**src/rtl/kyber_ctrl_pkg.sv**
```systemverilog
// Shared types and defaults for the Kyber add/sub command scheduler.
package kyber_ctrl_pkg;

  localparam int POLY_WORDS = 32;
  localparam int MAX_K      = 4;
  localparam int TIMEOUT    = 80;

  typedef enum logic [2:0] {
    IDLE,
    GRANT,
    LAUNCH,
    RUN,
    SETTLE,
    FINISH
  } sched_state_t;

  typedef struct packed {
    logic       op;
    logic [7:0] base_a;
    logic [7:0] base_b;
    logic [2:0] k;
  } addsub_cmd_t;

  function automatic logic [1:0] owner_onehot(input logic owner);
    return owner ? 2'b10 : 2'b01;
  endfunction

endpackage

```
**src/rtl/addsub_sched_if.sv**
```systemverilog
// Requester and engine signals of the add/sub scheduler; slave is the scheduler view.
interface addsub_sched_if;
  logic [1:0] req;
  logic [1:0] req_add;
  logic [7:0] req_base_a0;
  logic [7:0] req_base_a1;
  logic [7:0] req_base_b0;
  logic [7:0] req_base_b1;
  logic [2:0] req_k0;
  logic [2:0] req_k1;
  logic [1:0] ack;
  logic [1:0] done;
  logic       err;
  logic       busy;
  logic       eng_start;
  logic       eng_add_flag;
  logic [7:0] eng_offset_a;
  logic [7:0] eng_offset_b;
  logic       eng_w_en;

  modport master (
    output req, req_add, req_base_a0, req_base_a1, req_base_b0, req_base_b1,
           req_k0, req_k1, eng_w_en,
    input  ack, done, err, busy, eng_start, eng_add_flag, eng_offset_a, eng_offset_b
  );

  modport slave (
    input  req, req_add, req_base_a0, req_base_a1, req_base_b0, req_base_b1,
           req_k0, req_k1, eng_w_en,
    output ack, done, err, busy, eng_start, eng_add_flag, eng_offset_a, eng_offset_b
  );
endinterface

```
**src/rtl/addsub_sched_rr_arbiter2.sv**
```systemverilog
// Two-way round-robin arbiter; the requester that did not finish last wins a tie.
module rr_arbiter2 (
  input  logic       clk,
  input  logic       rst,
  input  logic [1:0] i_req,
  input  logic       i_update,
  input  logic       i_owner,
  output logic [1:0] o_grant
);

  logic r_last;
  logic [1:0] w_grant;

  // NOTE: async active-low reset; sequential state uses non-blocking (<=) only.
  always_ff @(posedge clk or negedge rst) begin
    if (!rst)          r_last <= 1'b1;
    else if (i_update) r_last <= i_owner;
  end

  // NOTE: every always_comb output gets a default first so no latch is inferred.
  always_comb begin
    w_grant = i_req;
    if (&i_req) w_grant = r_last ? 2'b01 : 2'b10;
  end

  assign o_grant = w_grant;

endmodule

```
**src/rtl/addsub_sched.sv**
```systemverilog
// Grants add/sub vector commands, launches the engine once per polynomial, reports done/err.
module addsub_sched #(
  parameter int POLY_WORDS = kyber_ctrl_pkg::POLY_WORDS,
  parameter int MAX_K      = kyber_ctrl_pkg::MAX_K,
  parameter int TIMEOUT    = kyber_ctrl_pkg::TIMEOUT
) (
  input logic           clk,
  input logic           rst,
  addsub_sched_if.slave bus
);
  import kyber_ctrl_pkg::*;

  localparam int WCNT_W = $clog2(POLY_WORDS + 1);
  localparam int TCNT_W = $clog2(TIMEOUT + 1);

  sched_state_t      r_state;
  addsub_cmd_t       r_cmd;
  addsub_cmd_t       w_cmd;
  logic              r_owner;
  logic [1:0]        r_ack;
  logic [1:0]        r_done;
  logic              r_err;
  logic              r_busy;
  logic              r_eng_start;
  logic [7:0]        r_off_a;
  logic [7:0]        r_off_b;
  logic [2:0]        r_poly_idx;
  logic [WCNT_W-1:0] r_wcnt;
  logic [TCNT_W-1:0] r_tcnt;

  logic [1:0] w_grant;
  logic       w_arb_update;
  logic       w_k_legal;
  logic       w_last_word;
  logic       w_last_poly;
  logic       w_timeout;
  logic [7:0] w_stride;

  assign w_arb_update = (r_state == FINISH);

  rr_arbiter2 u_arb (
    .clk      (clk),
    .rst      (rst),
    .i_req    (bus.req),
    .i_update (w_arb_update),
    .i_owner  (r_owner),
    .o_grant  (w_grant)
  );

  // Live fields of the granted requester, valid while ack is high.
  assign w_cmd.op     = bus.req_add[r_owner];
  assign w_cmd.base_a = r_owner ? bus.req_base_a1 : bus.req_base_a0;
  assign w_cmd.base_b = r_owner ? bus.req_base_b1 : bus.req_base_b0;
  assign w_cmd.k      = r_owner ? bus.req_k1      : bus.req_k0;

  assign w_k_legal   = (w_cmd.k != 3'd0) && (int'(w_cmd.k) <= MAX_K);
  assign w_last_word = bus.eng_w_en && (r_wcnt == WCNT_W'(POLY_WORDS - 1));
  assign w_last_poly = (r_poly_idx == r_cmd.k - 3'd1);
  assign w_timeout   = (r_tcnt == TCNT_W'(TIMEOUT - 1));
  assign w_stride    = 8'(POLY_WORDS * int'(r_poly_idx));

  always_ff @(posedge clk or negedge rst) begin
    if (!rst) begin
      r_state     <= IDLE;
      r_cmd       <= '0;
      r_owner     <= 1'b0;
      r_ack       <= '0;
      r_done      <= '0;
      r_err       <= 1'b0;
      r_busy      <= 1'b0;
      r_eng_start <= 1'b0;
      r_off_a     <= '0;
      r_off_b     <= '0;
      r_poly_idx  <= '0;
      r_wcnt      <= '0;
      r_tcnt      <= '0;
    end else begin
      r_ack       <= '0;
      r_done      <= '0;
      r_eng_start <= 1'b0;
      case (r_state)
        IDLE: begin
          if (|bus.req) begin
            r_state <= GRANT;
            r_ack   <= w_grant;
            r_owner <= w_grant[1];
            r_err   <= 1'b0;
            r_busy  <= 1'b1;
          end
        end
        GRANT: begin
          r_cmd      <= w_cmd;
          r_poly_idx <= '0;
          r_wcnt     <= '0;
          if (w_k_legal) begin
            r_state     <= LAUNCH;
            r_eng_start <= 1'b1;
            r_off_a     <= w_cmd.base_a;
            r_off_b     <= w_cmd.base_b;
          end else begin
            r_state <= FINISH;
            r_err   <= 1'b1;
            r_done  <= owner_onehot(r_owner);
          end
        end
        LAUNCH: begin
          r_tcnt  <= '0;
          r_state <= RUN;
        end
        RUN: begin
          // A completing write wins over a timeout landing in the same cycle.
          if (w_last_word) begin
            r_wcnt <= '0;
            if (w_last_poly) begin
              r_state <= FINISH;
              r_done  <= owner_onehot(r_owner);
            end else begin
              r_poly_idx <= r_poly_idx + 3'd1;
              r_state    <= SETTLE;
            end
          end else if (w_timeout) begin
            r_err   <= 1'b1;
            r_state <= FINISH;
            r_done  <= owner_onehot(r_owner);
          end else begin
            r_tcnt <= r_tcnt + 1'b1;
            if (bus.eng_w_en) r_wcnt <= r_wcnt + 1'b1;
          end
        end
        SETTLE: begin
          r_state     <= LAUNCH;
          r_eng_start <= 1'b1;
          r_off_a     <= r_cmd.base_a + w_stride;
          r_off_b     <= r_cmd.base_b + w_stride;
        end
        FINISH: begin
          r_state <= IDLE;
          r_busy  <= 1'b0;
        end
        default: r_state <= IDLE;
      endcase
    end
  end

  assign bus.ack          = r_ack;
  assign bus.done         = r_done;
  assign bus.err          = r_err;
  assign bus.busy         = r_busy;
  assign bus.eng_start    = r_eng_start;
  assign bus.eng_add_flag = r_cmd.op;
  assign bus.eng_offset_a = r_off_a;
  assign bus.eng_offset_b = r_off_b;

endmodule

```
**src/flat_wrapper.sv**
```systemverilog
// flat-port wrapper written by rule: the top's interface ports become plain ports
module addsub_sched_flat import kyber_ctrl_pkg::*;
#(
  parameter int POLY_WORDS = kyber_ctrl_pkg::POLY_WORDS,
  parameter int MAX_K      = kyber_ctrl_pkg::MAX_K,
  parameter int TIMEOUT    = kyber_ctrl_pkg::TIMEOUT
)
  (clk, rst, bus_req, bus_req_add, bus_req_base_a0, bus_req_base_a1, bus_req_base_b0, bus_req_base_b1, bus_req_k0, bus_req_k1, bus_eng_w_en, bus_ack, bus_done, bus_err, bus_busy, bus_eng_start, bus_eng_add_flag, bus_eng_offset_a, bus_eng_offset_b);
  addsub_sched_if bus_i ();
  input logic clk;
  input logic rst;
  input wire logic [$bits(bus_i.req)-1:0] bus_req;
  input wire logic [$bits(bus_i.req_add)-1:0] bus_req_add;
  input wire logic [$bits(bus_i.req_base_a0)-1:0] bus_req_base_a0;
  input wire logic [$bits(bus_i.req_base_a1)-1:0] bus_req_base_a1;
  input wire logic [$bits(bus_i.req_base_b0)-1:0] bus_req_base_b0;
  input wire logic [$bits(bus_i.req_base_b1)-1:0] bus_req_base_b1;
  input wire logic [$bits(bus_i.req_k0)-1:0] bus_req_k0;
  input wire logic [$bits(bus_i.req_k1)-1:0] bus_req_k1;
  input wire logic [$bits(bus_i.eng_w_en)-1:0] bus_eng_w_en;
  output wire logic [$bits(bus_i.ack)-1:0] bus_ack;
  output wire logic [$bits(bus_i.done)-1:0] bus_done;
  output wire logic [$bits(bus_i.err)-1:0] bus_err;
  output wire logic [$bits(bus_i.busy)-1:0] bus_busy;
  output wire logic [$bits(bus_i.eng_start)-1:0] bus_eng_start;
  output wire logic [$bits(bus_i.eng_add_flag)-1:0] bus_eng_add_flag;
  output wire logic [$bits(bus_i.eng_offset_a)-1:0] bus_eng_offset_a;
  output wire logic [$bits(bus_i.eng_offset_b)-1:0] bus_eng_offset_b;
  assign bus_i.req = bus_req;
  assign bus_i.req_add = bus_req_add;
  assign bus_i.req_base_a0 = bus_req_base_a0;
  assign bus_i.req_base_a1 = bus_req_base_a1;
  assign bus_i.req_base_b0 = bus_req_base_b0;
  assign bus_i.req_base_b1 = bus_req_base_b1;
  assign bus_i.req_k0 = bus_req_k0;
  assign bus_i.req_k1 = bus_req_k1;
  assign bus_i.eng_w_en = bus_eng_w_en;
  assign bus_ack = bus_i.ack;
  assign bus_done = bus_i.done;
  assign bus_err = bus_i.err;
  assign bus_busy = bus_i.busy;
  assign bus_eng_start = bus_i.eng_start;
  assign bus_eng_add_flag = bus_i.eng_add_flag;
  assign bus_eng_offset_a = bus_i.eng_offset_a;
  assign bus_eng_offset_b = bus_i.eng_offset_b;
  addsub_sched #(.POLY_WORDS(POLY_WORDS), .MAX_K(MAX_K), .TIMEOUT(TIMEOUT)) u_core (.clk(clk), .rst(rst), .bus(bus_i));
endmodule
```
**config.mk**
```make
export PLATFORM = sky130hd
export DESIGN_NAME = addsub_sched_flat
export DESIGN_NICKNAME = d
export VERILOG_FILES = /design/src/rtl/kyber_ctrl_pkg.sv /design/src/rtl/addsub_sched_if.sv /design/src/rtl/addsub_sched_rr_arbiter2.sv /design/src/rtl/addsub_sched.sv /design/src/flat_wrapper.sv
export SDC_FILE = /design/constraint.sdc
export NUM_CORES = 1
export LEC_CHECK = 0
export ABC_AREA = 1
export BUFFER_PORTS_ARGS = -buffer_cell sky130_fd_sc_hd__buf_2
export CORE_AREA = 3 3 102 104
export DETAILED_ROUTE_END_ITERATION = 6
export DIE_AREA = 0 0 105 107
export GPL_ROUTABILITY_DRIVEN = 0
export GPL_TIMING_DRIVEN = 1
export PLACE_DENSITY_LB_ADDON = 0.12
export SYNTH_ARGS = -nofsm -noshare
export SYNTH_HDL_FRONTEND = slang
export SYNTH_HIERARCHICAL = 1
export SYNTH_SLANG_ARGS = --single-unit
export TNS_END_PERCENT = 5
```
**constraint.sdc**
```tcl
create_clock -name clk -period 1.94 [get_ports clk]
set_clock_uncertainty 0.15 [all_clocks]
set_input_delay 0.485 -clock clk [delete_from_list [all_inputs] [get_ports clk]]
set_output_delay 0.485 -clock clk [all_outputs]
set_load 0.005 [all_outputs]
```
# Yosys cells after proc, flatten, opt, wreduce, memory -nomap -nowiden
# Cells that the tools add are included.
[totals]
regBits = 64
latch_bits = 0
ram_bits = 0
rom_bits = 0
in_bits = 45
output_inout_bits = 24
word_cells = 107
n_memories = 0
[op_classes]
add_sub_neg = 6
n_mul = 0
div = 0
n_lt_le_gt_ge = 2
n_eq_ne = 19
shifts = 0
mux = 44
bitwise_logic = 0
n_reduce_logical = 19
[ops]
columns = ["operator", "n"]
rows = [
  ["$mux 8", 4],
  ["$pmux 8 s2", 2],
  ["$mux 3", 7],
  ["$mux 2", 9],
  ["$mux 6", 3],
  ["$add 8x8->8", 2],
  ["$pmux 3 s5", 1],
  ["$mux 7", 2],
  ["$pmux 7 s2", 1],
  ["$pmux 6 s2", 1],
  ["$reduce_and 2->1", 5],
  ["$mux 1", 9],
  ["$reduce_and 3->1", 3],
  ["$ne 2x1->1 const B", 4],
  ["$ne 2x2->1 const B", 4],
  ["$reduce_bool 2->1", 4],
  ["$add 7x1->7 const B", 1],
  ["$eq 7x7->1 const B", 1],
  ["$add 6x1->6 const B", 1],
  ["$eq 3x2->1 const B", 2],
  ["$eq 3x3->1 const B", 2],
  ["$eq 6x5->1 const B", 1],
  ["$ne 3x2->1 const B", 2],
  ["$pmux 3 s2", 1],
  ["15 further kinds", 18],
]

# Logic depth before layout (Yosys ltp)
[depth]
depth_word = 5
mapped_depth = 12

# Cells and area by module
# Netlist, hierarchy kept.
[by_module_without_submodules]
columns = ["mod", "n_inst", "cells_per_inst", "area_each_um2"]
rows = [
  ["addsub_sched", 1, 492, 3723.6],
  ["rr_arbiter2", 1, 10, 62.6],
]

# Worst setup path after synthesis
# Ideal clock, no wire load.
[synth_timing]
kind = "register to register"
start = "register u_core.r_poly_idx[0]"
end = "register u_core.r_off_a[7] (netlist: u_core/bus.eng_offset_a[7])"
setup_ns = 0.064
t_arrival_ns = 1.496
required_time_ns = 1.726
setup_slack_ns = 0.230
stages_incl_launch_ff = 9
n_path_buf = 0
cell_sequence = "dfrtp_1 ha_1 fa_1 xor2_1 nand2_1 nand2_1 o21ai_0 nand2_1 nand2_2"
[synth_between]
elab_chain_len = 2
[synth_lines]
columns = ["element", "line_no", "source"]
rows = [
  ["start: declaration", "addsub_sched.sv:27", "logic [2:0] r_poly_idx;"],
  ["start signal: assignment", "addsub_sched.sv:118", "r_poly_idx <= r_poly_idx + 3'd1;"],
  ["$add 8x8->8", "addsub_sched.sv:133", "r_off_a <= r_cmd.base_a + w_stride;"],
  ["$pmux 8 s2", "addsub_sched.sv:81", "case (r_state)"],
  ["end signal: assignment", "addsub_sched.sv:98", "r_off_a <= w_cmd.base_a;"],
  ["end signal: assignment", "addsub_sched.sv:133", ""],
  ["end: declaration", "addsub_sched.sv:25", "logic [7:0] r_off_a;"],
]
# Every way passes these cells.
# A chain may end at the register's enable or synchronous reset.

# Final worst setup path
[layout_timing]
start = "register u_core.r_wcnt[0]"
end = "register u_core.r_poly_idx[1]"
[layout_between]
elab_chain_len = 4
[layout_lines]
columns = ["element", "line_no", "source"]
rows = [
  ["start: declaration", "addsub_sched.sv:28", "logic [WCNT_W-1:0] r_wcnt;"],
  ["start signal: assignment", "addsub_sched.sv:127", "if (bus.eng_w_en) r_wcnt <= r_wcnt + 1'b1;"],
  ["$eq 6x5->1", "addsub_sched.sv:57", "assign w_last_word = bus.eng_w_en && (r_wcnt == WCNT_W'(POLY_WORDS - 1));"],
  ["$logic_and 1x1->1", "addsub_sched.sv:57", ""],
  ["$ne 2x1->1 (no line)", "--", ""],
  ["$reduce_and 3->1 (no line)", "--", ""],
]
# Every way passes these cells.

==> results.cfg <==
[status]
result_of_the_run = finished, final reports clean

[finish]
flow.area_growth_from_synthesis_pct = 20.06
layout-drive-gt1-share_pct = 26.42
layout.cell_area.non_filler_um2 = 4546
n_antenna_cell = 0
final_util_pct = 47.16
final_cell_count_no_fill = 716
layout.nets = 631

[floorplanning]
ios = 69
floorplan.core_area_um2 = 9639
initial_utilization_pct = 39.28
die_y_um = 107
die_width_um = 105
floorplan.rows = 36
fp.dieArea_um2 = 11240

[critical_path]
critical_path.reg2reg.endpoint = u_core/r_poly_idx[1]
ff2ff_setup_slack_ns = 0.15
critPathCaptureType = flip-flop
crit_family = simple AND/OR/NAND/NOR gates
r2r-start = u_core/r_wcnt[0]
cp_max_fo = 6
worstPathBufferInverterCount = 1
path_common_cell = nand2_1
cp_slowest_cell = dfrtp_1
worstSetupPathType = flip-flop to flip-flop
slowest_delay_ns = 0.40
crit_path_start_kind = flip-flop
arrival_ns = 1.87
crit_path_cell_trace = ha_2 > nand2_1 > nor2_1 > nand3_2 > inv_2 > nor2_2 > nor2_1 > nand2_1 > nand2_1 > nand2_1
critical_path_required_ns = 2.02
worst-r2r-cell-count = 10

[routing]
maxUsedRoutingLayer = met4
drt-total-wl_um = 9018
post_drt_via_cell_ratio = 4.619
met2_wirelength_um = 4246
met1Wirelength_um = 4291
remaining_number_of_nets_flagged_by_the_antenna_check_after_routing = 0
average_wire_per_standard_cell_um = 12.59
route.vias.total = 3307
met3_length_um = 345
detailedRoute.firstIterationViolations = 133
drt_pass1_iterations = 4
drc_errors = 0

[synth]
syn_nets = 555
syn_inst = 502
postSynthRegisterBits = 64
synth_top_cell_by_area = dfrtp_1
synthDistinctLibCells = 33
share_of_the_synthesized_area_in_compound_gates_ao_oa_aoi_oai_pct = 7.336
synth.cells.most_frequent = 192 x nand2_1, 63 x dfrtp_1, 46 x inv_1
synth_xor_xnor_area_share_pct = 1.851
multiplexer_area_fraction_after_synthesis_pct = 0
yosysSeqAreaShare_pct = 42.33
ys_warn_count = 6
largest_family_of_logic_cells_by_synthesized_area = simple AND/OR/NAND/NOR gates
synth_most_common_cell = nand2_1
synth_fa_ha_area_share_pct = 3.040
synthSimpleGateAreaFrac_pct = 36.45
syn-cell-area_um2 = 3786
synthesis.area_per_instance_um2 = 7.542
async_flop_share_pct = 100.0
synthTopCellsByArea = dfrtp_1 42%, nand2_1 19%, inv_1 4.6%
synth_top_flop_cell = dfrtp_1
synth.top_cell.area_share_pct = 41.64
synth-edff-count = 0

[sta]
hold_viol = 0
maxClockFrequency_ghz = 0.5582
drv_slew = 0
tightestPinTransition_ns = 0.3835
finalCritPeriodShare_pct = 92.35
timing.max_slew.rel_slack_pct = 74.43
timing.final.crit_period_ns = 1.791
finalSetupViolCount = 0

[clock_tree]
cts_max_level = 3
tritoncts = done
clk-insertion-delay-late_ns = 0.34
cts_made_buffers = 9
max-clock-path-buffers = 2
holdBufCountCts = 0
clock_sink_count = 64
clk_root_buffer_cell = clkbuf_8
clkTransAtPathRegs_ns = 0.08

[global_route]
antenna_violations_before_repair = 0
global_route.usage.total_pct = 17.36
global_route_wire_length_before_repair_um = 15530
grt-ovfl-total = 0
grt_pass1_vias = 3224
pin_count_of_the_biggest_net_entering_global_routing = 65

[place]
place.port_buffers = 68
postPlaceCellArea_um2 = 4303
hpwlAfterDp_um = 6685
place.detailed.instances = 699

[power_and_ir_drop]
power_leakage_nw = 2.397
vdd_ir_drop_max_mv = 0.5015
power_per_cell_area_nw_per_um2 = 1471

[worst_hold_path]
worst_hold_path_type = primary input to async pin

[job]
drv_cap = 0
==> cell usage in the layout (no fill, tap or decap), types with 2 or more instances in the layout <==
| master | instances |
|---|---|
| nor3_1 | 3 |
| nand2_1 | 191 |
| fa_1 | 2 |
| xor2_1 | 4 |
| nor2_2 | 3 |
| nand3_2 | 2 |
| clkinv_2 | 3 |
| inv_1 | 46 |
| ha_2 | 2 |
| bufinv_16 | 2 |
| nor2_4 | 3 |
| buf_4 | 13 |
| a21oi_1 | 6 |
| clkbuf_8 | 9 |
| buf_12 | 2 |
| nand4_1 | 3 |
| o21ai_0 | 25 |
| o21ai_1 | 12 |
| inv_2 | 5 |
| or2_2 | 2 |
| dfrtp_1 | 62 |
| xnor2_1 | 3 |
| ha_1 | 4 |
| nand3_1 | 24 |
| nor2_1 | 32 |
| inv_8 | 2 |
| buf_2 | 68 |
| nand2_2 | 16 |
| nand2_4 | 15 |
| a31oi_1 | 10 |
==> sequential cells by signal (all words and copies together) (netlist names), 2 cells and up <==
signal                   flops
u_core/bus.ack               2
u_core/bus.done              2
u_core/bus.eng_offset_a      8
u_core/bus.eng_offset_b      8
u_core/r_cmd                19
u_core/r_poly_idx            3
u_core/r_state               3
u_core/r_tcnt                7
u_core/r_wcnt                6
==> through the flow <==
step                      setup TNS [ns]  total power [W]  hold WS, ns  worst slack, ns
after floorplan                        0         0.004531      0.03941           0.2299
after global placement                 0         0.005425       0.3032          0.09841
after detailed placement               0         0.005471       0.3038           0.1289
after CTS                              0         0.006764      0.01046          0.08665
after global routing            -0.04701         0.007361      0.03742         -0.02161
final                                  0         0.006688    0.0003607           0.1485
==> cell families after synthesis <==
family,after synthesis
adders and majority gates,8
DFF,64
and+or+nand+nor,297
buffers and inverters,72
AOI/OAI and AO/OA,53
xor gates and xnor gates,8
==> worst register-to-register path, stage by stage, from the launching register on <==
cell     delay [ns]
dfrtp_1        0.40
ha_2           0.21
nand2_1        0.07
nor2_1         0.13
nand3_2        0.16
inv_2          0.12
nor2_2         0.06
nor2_1         0.14
nand2_1        0.11
nand2_1        0.07
nand2_1        0.05
==> area by class of cell <==
cell class                 count  area, um^2
clock inverter                 6       83.83
sequential                    64        1604
fill                        1006        5094
inverter                      54       220.2
multi-input combinational    366        1866
tap                          133       166.4
clock buffer                  10       127.6
timing repair buffer          83       478.0
==> per-layer routing <==
metal | vias up | GRT usage, %
met5 | - | 0
met3 | 11 | 3.010
met1 | 1515 | 22.97
met2 | 71 | 28.51
met4 | 0 | 6.560
li1 | 1710 | -
==> power by group <==
group / switching [W] / internal, W / total [W]
sequential: 0.000348 / 0.00184 / 0.00218
combinational: 0.00205 / 0.00121 / 0.00325
clock: 0.000532 / 0.000720 / 0.00125
==> how the worst max path moves through the flow <==
stage | start | to | cells after the start
after global routing | u_core/r_wcnt[0] | u_core/r_state[0] | 9
after floorplan | u_core/r_poly_idx[0] | u_core/bus.eng_offset_a[7] | 8
after CTS | u_core/r_tcnt[1] | u_core/r_tcnt[4] | 10
after detailed placement | u_core/r_tcnt[1] | u_core/r_tcnt[4] | 10
after global placement | u_core/r_tcnt[1] | u_core/r_tcnt[4] | 10
final | u_core/r_wcnt[0] | u_core/r_poly_idx[1] | 10
==> what timing repair did <==
item                                    in CTS  in global routing
buffers inserted                             0                  1
endpoints found under the setup margin       0                 11
resized for setup                            0                  8
(Power assumes the default switching activity.)
